--- config.mk ---
export PLATFORM = sky130hd
export DESIGN_NAME = ex_div
export DESIGN_NICKNAME = d
export VERILOG_FILES = /design/src/rtl/ex_div.sv
export SDC_FILE = /design/constraint.sdc
export NUM_CORES = 1
export LEC_CHECK = 0
export BUFFER_PORTS_ARGS = -buffer_cell sky130_fd_sc_hd__buf_2
export CAP_MARGIN = 20
export CORE_MARGIN = 4
export CORE_UTILIZATION = 40
export CTS_CLUSTER_DIAMETER = 200
export DETAILED_ROUTE_END_ITERATION = 7
export GPL_TIMING_DRIVEN = 0
export PLACE_DENSITY = 0.56
export SLEW_MARGIN = 20
export SYNTH_ARGS = -nofsm -noshare
export SYNTH_HDL_FRONTEND = slang
export SYNTH_SLANG_ARGS = --single-unit
--- constraint.sdc ---
create_clock -name clk -period 4.25 [get_ports clk]
set_input_delay 0.2125 -clock clk [delete_from_list [all_inputs] [get_ports clk]]
set_output_delay 0.2125 -clock clk [all_outputs]
set_load 0.02 [all_outputs]
--- src/rtl/ex_div.sv ---
// rtl/ex_div.sv - multi-cycle RV32M divider (DIV/DIVU/REM/REMU) writing into the register file port
// Optional EX_DIV_EARLY_OUT_EN: finish in one step when |divisor| > |dividend|.
module ex_div #(
    parameter int DATA_W = 32
) (
    input  logic              clk,
    input  logic              rst,
    input  logic              start_i,
    input  logic [1:0]        op_i,
    input  logic [DATA_W-1:0] dividend_i,
    input  logic [DATA_W-1:0] divisor_i,
    input  logic [4:0]        reg_waddr_i,
    input  logic              flush_i,
    output logic              busy_o,
    output logic              ready_o,
    output logic [4:0]        reg_waddr_o,
    output logic [DATA_W-1:0] reg_wdata_o,
    output logic              reg_wen_o
);

    localparam logic [1:0] S_IDLE = 2'd0;
    localparam logic [1:0] S_CALC = 2'd1;
    localparam logic [1:0] S_END  = 2'd2;

    localparam int CNT_W = $clog2(DATA_W + 1);
    localparam logic [DATA_W-1:0] MIN_NEG  = {1'b1, {(DATA_W-1){1'b0}}};
    localparam logic [DATA_W-1:0] ALL_ONES = {DATA_W{1'b1}};

    logic [1:0]        state;
    logic [1:0]        op_q;
    logic [4:0]        waddr_q;
    logic [DATA_W-1:0] quot_q;
    logic [DATA_W-1:0] dvs_q;
    logic [DATA_W-1:0] rem_q;
    logic [CNT_W-1:0]  cnt_q;
    logic              q_neg;
    logic              r_neg;

    logic              op_signed;
    logic              dvd_neg;
    logic              dvs_neg;
    logic [DATA_W-1:0] dvd_mag;
    logic [DATA_W-1:0] dvs_mag;
    logic              div_zero;
    logic              overflow;
    logic              early;
    logic [DATA_W:0]   rem_sh;
    logic [DATA_W:0]   rem_sub;
    logic              take;
    logic [DATA_W-1:0] q_res;
    logic [DATA_W-1:0] r_res;
    logic [DATA_W-1:0] result;

    always_comb begin
        op_signed = ~op_i[0];
        dvd_neg   = op_signed & dividend_i[DATA_W-1];
        dvs_neg   = op_signed & divisor_i[DATA_W-1];
        dvd_mag   = dvd_neg ? -dividend_i : dividend_i;
        dvs_mag   = dvs_neg ? -divisor_i : divisor_i;
        div_zero  = (divisor_i == '0);
        overflow  = op_signed & (dividend_i == MIN_NEG) & (divisor_i == ALL_ONES);
`ifdef EX_DIV_EARLY_OUT_EN
        early     = ~div_zero & (dvs_mag > dvd_mag);
`else
        early     = 1'b0;
`endif
    end

    // rem < divisor always holds, so the shifted remainder needs just one extra bit.
    always_comb begin
        rem_sh  = {rem_q, quot_q[DATA_W-1]};
        rem_sub = rem_sh - {1'b0, dvs_q};
        take    = (rem_sh >= {1'b0, dvs_q});
        q_res   = q_neg ? -quot_q : quot_q;
        r_res   = r_neg ? -rem_q : rem_q;
        result  = op_q[1] ? r_res : q_res;
    end

    always_ff @(posedge clk or posedge rst) begin
        if (rst) begin
            state       <= S_IDLE;
            op_q        <= '0;
            waddr_q     <= '0;
            quot_q      <= '0;
            dvs_q       <= '0;
            rem_q       <= '0;
            cnt_q       <= '0;
            q_neg       <= 1'b0;
            r_neg       <= 1'b0;
            busy_o      <= 1'b0;
            ready_o     <= 1'b0;
            reg_waddr_o <= '0;
            reg_wdata_o <= '0;
            reg_wen_o   <= 1'b0;
        end else begin
            ready_o   <= 1'b0;
            reg_wen_o <= 1'b0;
            if (flush_i) begin
                state  <= S_IDLE;
                busy_o <= 1'b0;
            end else begin
                case (state)
                    S_IDLE: begin
                        if (start_i) begin
                            op_q    <= op_i;
                            waddr_q <= reg_waddr_i;
                            busy_o  <= 1'b1;
                            cnt_q   <= '0;
                            dvs_q   <= dvs_mag;
                            // Special results are preloaded unsigned so END passes them through.
                            if (div_zero) begin
                                quot_q <= ALL_ONES;
                                rem_q  <= dividend_i;
                                q_neg  <= 1'b0;
                                r_neg  <= 1'b0;
                                state  <= S_END;
                            end else if (overflow) begin
                                quot_q <= MIN_NEG;
                                rem_q  <= '0;
                                q_neg  <= 1'b0;
                                r_neg  <= 1'b0;
                                state  <= S_END;
                            end else if (early) begin
                                quot_q <= '0;
                                rem_q  <= dvd_mag;
                                q_neg  <= dvd_neg ^ dvs_neg;
                                r_neg  <= dvd_neg;
                                state  <= S_END;
                            end else begin
                                quot_q <= dvd_mag;
                                rem_q  <= '0;
                                q_neg  <= dvd_neg ^ dvs_neg;
                                r_neg  <= dvd_neg;
                                state  <= S_CALC;
                            end
                        end
                    end
                    S_CALC: begin
                        quot_q <= {quot_q[DATA_W-2:0], take};
                        rem_q  <= take ? rem_sub[DATA_W-1:0] : rem_sh[DATA_W-1:0];
                        cnt_q  <= cnt_q + CNT_W'(1);
                        if (cnt_q == CNT_W'(DATA_W - 1)) begin
                            state <= S_END;
                        end
                    end
                    S_END: begin
                        ready_o <= 1'b1;
                        busy_o  <= 1'b0;
                        state   <= S_IDLE;
                        if (waddr_q != 5'd0) begin
                            reg_wen_o   <= 1'b1;
                            reg_waddr_o <= waddr_q;
                            reg_wdata_o <= result;
                        end
                    end
                    default: state <= S_IDLE;
                endcase
            end
        end
    end

endmodule

After elaboration in Yosys (flattened, before gate mapping)
Cells that the tools add are included.
{"block": "op_classes", "n_bitwise": 7, "n_lt_le_gt_ge": 1, "n_reduce_logical": 10, "n_eq_ne": 8, "addsub": 6, "muxes": 33}
{"cell": "32-bit two-way mux", "count": 11}
{"cell": "32-bit negation", "count": 4}
{"cell": "32-bit case mux with 2 select lines", "count": 2}
{"cell": "32-bit equality test (second input constant)", "count": 2}
{"cell": "33-bit by 32-bit >= comparator with 1-bit output", "count": 1}
{"cell": "32-bit zero test", "count": 1}
{"cell": "32-bit subtractor", "count": 1}
{"cell": "6-bit case mux with 2 select lines", "count": 1}
{"cell": "1-bit two-way mux", "count": 11}
{"cell": "2-bit two-way mux", "count": 5}
{"cell": "3-bit AND reduction", "count": 3}
{"cell": "6-bit by 1-bit adder with 6-bit output (second input constant)", "count": 1}
{"cell": "6-bit by 5-bit equality test with 1-bit output (second input constant)", "count": 1}
{"cell": "6-bit two-way mux", "count": 1}
{"cell": "3-bit != test (second input constant)", "count": 2}
{"cell": "5-bit nonzero test", "count": 1}
{"cell": "1-bit bitwise AND", "count": 4}
{"cell": "2-bit case mux with 2 select lines", "count": 1}
{"cell": "2-bit AND reduction", "count": 2}
{"cell": "3-bit nonzero test", "count": 1}
{"cell": "2-bit by 1-bit equality test with 1-bit output (second input constant)", "count": 1}
{"cell": "2-bit equality test (second input constant)", "count": 1}
{"cell": "2-bit zero test", "count": 1}
{"cell": "2-bit != test (second input constant)", "count": 1}
{"cell": "other kinds (4)", "count": 5}
{"block": "word_totals", "reg_bits": 153, "output_inout_bits": 40}

Depth between registers and ports, before layout
{"block": "logic_depth", "ltp_word": 8, "ltp_mapped": 13}

Worst setup path before layout
OpenSTA, ideal clock, no wires.
{"block": "synth_timing", "path_type": "reg-to-reg", "startpoint": "register rem_q[7]", "endpoint": "register rem_q[18]", "synth_period_minus_slack_ns": 3.146, "path_stages_with_launch": 12, "arrival_time_ns": 3.065, "required_ns": 4.168, "path_buffers": 2, "path_slack_ns": 1.104, "path_cell_list": "dfrtp_1 ha_1 a211oi_1 nand2b_1 or4_1 a31oi_1 a21oi_1 o21ai_1 buf_2 buf_1 a31oi_1 a31oi_1"}
{"block": "synth_via", "elab_chain_len": 3, "elab_cells_between_ends": 4, "classes_between": "add/sub (1); order compare (1); mux (2)"}
{"item": "start: declaration", "line": "34", "text": "logic [DATA_W-1:0] rem_q;"}
{"item": "start signal: assignment", "line": "113", "text": "rem_q <= dividend_i;"}
{"item": "start signal: assignment", "line": "125", "text": "rem_q <= dvd_mag;"}
{"item": "start signal: assignment", "line": "140", "text": "rem_q <= take ? rem_sub[DATA_W-1:0] : rem_sh[DATA_W-1:0];"}
{"item": "32-bit subtractor or 33-bit by 32-bit >= comparator with 1-bit output (tied branches)", "line": "72, 73"}
{"item": "32-bit two-way mux *", "line": "140"}
{"item": "32-bit case mux with 2 select lines *", "line": "102", "text": "case (state)"}
Mark *: on every way between the ends. The rest lies on a longest branch, timed or not.
A chain may end at the register's enable or synchronous reset.

Worst setup path after layout
{"block": "layout_timing", "startpoint": "register rem_q[7]", "endpoint": "register rem_q[6]"}
{"block": "layout_via", "elab_chain_len": 3}
{"item": "33-bit by 32-bit >= comparator with 1-bit output", "line": "73", "text": "take = (rem_sh >= {1'b0, dvs_q});"}
{"item": "32-bit two-way mux", "line": "140"}
{"item": "32-bit case mux with 2 select lines", "line": "102"}
Every way passes these cells.

==> impl_metrics.csv <==
group,metric,value,unit
clock_network,cts_tree,"built",
worst_setup_path,worst_setup_path_end_kind,"register",
outcome,status,"finished, final reports clean",
grt,grt_util_all_layers,0.251,
worst_setup_path,path_cells,"ha_1, a211oi_1, nand2b_1, or4_1, a31oi_1, a21oi_1, o21ai_2, buf_2, clkbuf_2, a31oi_1, a31oi_1",
placed_design,place_area,0.0124,sq mm
synthesis,netlist_instances,1433,
clock_network,clk_latency,0.43,ns
worst_setup_path,cp.required,4.60,ns
layout,num_antenna_cells,0,
power_and_ir_drop,powerDensity,821,mW/mm^2
grt,grt_overflow_total,0,
die,coreArea,0.0278,sq mm
layout,area_growth_syn_to_layout,16.1,%
worst_setup_path,cpPeakStageDelay,0.62,ns
drt,drt_first_pass_iters,5,
drt,num_vias,11100,
synthesis,ys_seq_area_frac,0.338,
synthesis,ys_ff_latch,152,
synthesis,yosys-top-cells-area,"dfrtp_1, nand2_1, o21ai_0, xor2_1, xnor2_1",
placed_design,dpl.hpwl,31700,um
synthesis,async_flop_share,1.00,
synthesis,ys_top_cells_by_count,"nand2_1, dfrtp_1, o21ai_0",
worst_setup_path,critPathBufInv,2,
sta,fmax,245,MHz
synthesis,synth_cell_types,70,
synthesis,yosys_warnings,0,
drt,routed_wl,39100,um
grt,grt_max_degree,33,
die,io_pins,115,
sta,timing.final.crit_share,0.959,
die,initial_utilization,0.405,
sta,min_period,4.08,ns
power_and_ir_drop,switching_share,0.501,
power_and_ir_drop,peakVddDrop,0.369,mV
worst_hold_path,hold_path_class,"in2reg",
synthesis,syn_area,0.0113,sq mm
sta,timing.hold.ws,0.0761,ns
die,die_area,0.0309,sq mm
power_and_ir_drop,internal-power,5.35,mW
sta,relSlewSlack,0.283,
power_and_ir_drop,leakagePower,5.56,nW
clock_network,cts_root_buffer,"clkbuf_16",
worst_setup_path,cpMostUsedCell,"a31oi_1",
synthesis,synth_edf_count,0,
power_and_ir_drop,power,10.7,mW
die,dieHeight,176,um
sta,drv_slew,0,
sta,grt_setup_unrepaired,"no",
grt,antenna_found_initial,0,
clock_network,clk_pin_slew,0.07,ns
drt,ant_nets,0,
worst_setup_path,critPathMaxFanout,10,
drt,drc,0,
power_and_ir_drop,power_switching,5.39,mW
power_and_ir_drop,pwr-share-seq,0.270,
clock_network,clock-sinks,152,
power_and_ir_drop,p_clk_frac,0.142,
power_and_ir_drop,combPwrFrac,0.588,
die,row_count,61,
worst_setup_path,crit_family,"compound AO/OA/AOI/OAI gates",
synthesis,synth_nets,1547,
sta,skew,0.00843,ns
layout,nets,1694,
worst_setup_path,crit_slowest_cell,"or4_1",
placed_design,gp_congestion,0.952,
synthesis,synth.most_common_cell,"nand2_1",
synthesis,synth.avg_cell_area,7.86,sq um
run,cap_violations,0,
drt,post_drt_wl_per_cell,19.8,um
placed_design,port-buffer-count,114,
layout,design_area,0.0131,sq mm
synthesis,synth_flop_cell,"dfrtp_1",
synthesis,synth_largest_area_cell,"dfrtp_1",
worst_setup_path,worstSetupPathType,"reg2reg",
sta,worst_pin_slew,1.07,ns
grt,grt_pass1_vias,10800,
clock_network,cts.path.max_buffers,2,
drt,first_iter_violations,816,
die,die_width,176,um
sta,hold_viol,0,
clock_network,cts_htree_levels,4,
synthesis,netlist.area_leader.share,0.338,
sta,setup_viol,0,
drt,avgViaCountPerCell,5.64,
grt,grt_first_pass_wirelength,61100,um
worst_setup_path,worstPathArrival,4.42,ns
layout,drive_gt1_frac,0.116,
worst_setup_path,start_kind,"register",
clock_network,cts_made_buffers,17,
==> layout by cell type (no fill, tap or decap), types with 9 or more instances in the layout <==
cell type	instances
nand2_1	226
o21ai_0	152
dfrtp_1	152
buf_2	120
nor2_1	106
a21oi_1	90
xor2_1	74
clkbuf_1	72
xnor2_1	68
nor3_1	52
inv_1	49
a31oi_1	43
o31ai_1	42
ha_1	38
nand3_1	23
clkbuf_16	17
nand2b_1	15
or4_1	15
o41ai_1	15
o22ai_1	14
nand4_1	13
nor4_1	12
a21o_1	11
o221ai_1	10
or3_1	9
and3_1	9
mux2i_1	9
==> timing repair <==
item,4_1_cts,5_1_grt
pin swaps,0,1
setup buffers,0,1
resized for setup,1,3
hold buffers,8,0
endpoints found under the setup margin,20,20
hold endpoints to repair,23,0
==> path summary, 6_finish.rpt <==
path	startpoint	endpoint	slack [ns]	cells after the start
max in group asynchronous	rst	dvs_q[15]	3.29	5
setup reg to reg	rem_q[7]	rem_q[6]	0.17	11
hold reg to reg	reg_wdata_o[27]	reg_wdata_o[27]	0.47	2
hold / removal	divisor_i[31]	dvs_q[31]	0.08	3
min in group asynchronous	rst	reg_wdata_o[9]	0.27	3
setup / recovery	rem_q[7]	rem_q[6]	0.17	11
==> routing by layer <==
layer	GRT usage	part of all wire	up-vias
li1	-	-	5443
met1	0.332	0.45	5269
met2	0.428	0.47	340
met3	0.0321	0.050	67
met4	0.0789	0.027	0
met5	0	0	-
==> stage by stage <==
stage	utilization	cells	worst slack [ns]	TNS, ns
after floorplan	-	1433	1.10	0
after global placement	0.443	1925	-0.0848	-0.654
after detailed placement	0.447	1930	-0.121	-0.953
after CTS	0.470	1969	0.00672	0
after global routing	0.471	1970	0.0512	0
final	0.471	1970	0.173	0
==> state kept, by name, summed over array words and instances (netlist names), 2 cells and up <==
name	flops
quot_q	32
dvs_q	32
waddr_q	5
state	2
cnt_q	6
reg_wdata_o	32
reg_waddr_o	5
rem_q	32
==> final cells by class <==
cell class              instances  area, sq um
multi-input cells            1146         6940
well taps                     378          473
flip-flops and latches        152         3800
fillers                      2878        14700
clock inverters                13          145
plain buffers                  85          340
inverters                      50          191
clock buffers                  18          429
repair buffers                128          758
==> power by group through the flow <==
stage	sequential, mW	clock, mW	combinational (mW)
CTS	2.87	1.55	6.25
detailed placement	2.89	0	6.21
finish	2.90	1.53	6.31
global placement	2.88	0	6.14
global route	2.98	1.61	7.01
floorplan	2.77	0	4.43
==> tightest hold or removal path: stages <==
cell	delay (ns)
buf_2	0.14
nand2_1	0.06
o22ai_1	0.05
==> cells by family (layout without fill, tap and decap cells) <==
logic type,Yosys count,in the layout,synth area share
buffers and inverters,135,294,0.0467
AND/OR/NAND/NOR,521,521,0.215
AO/OA/AOI/OAI,432,432,0.235
XOR/XNOR,142,142,0.110
flip-flops,152,152,0.338
adder cells (fa/ha/maj),39,39,0.0440
multiplexers,12,12,0.0110
Power figures use the tool's default switching activity.
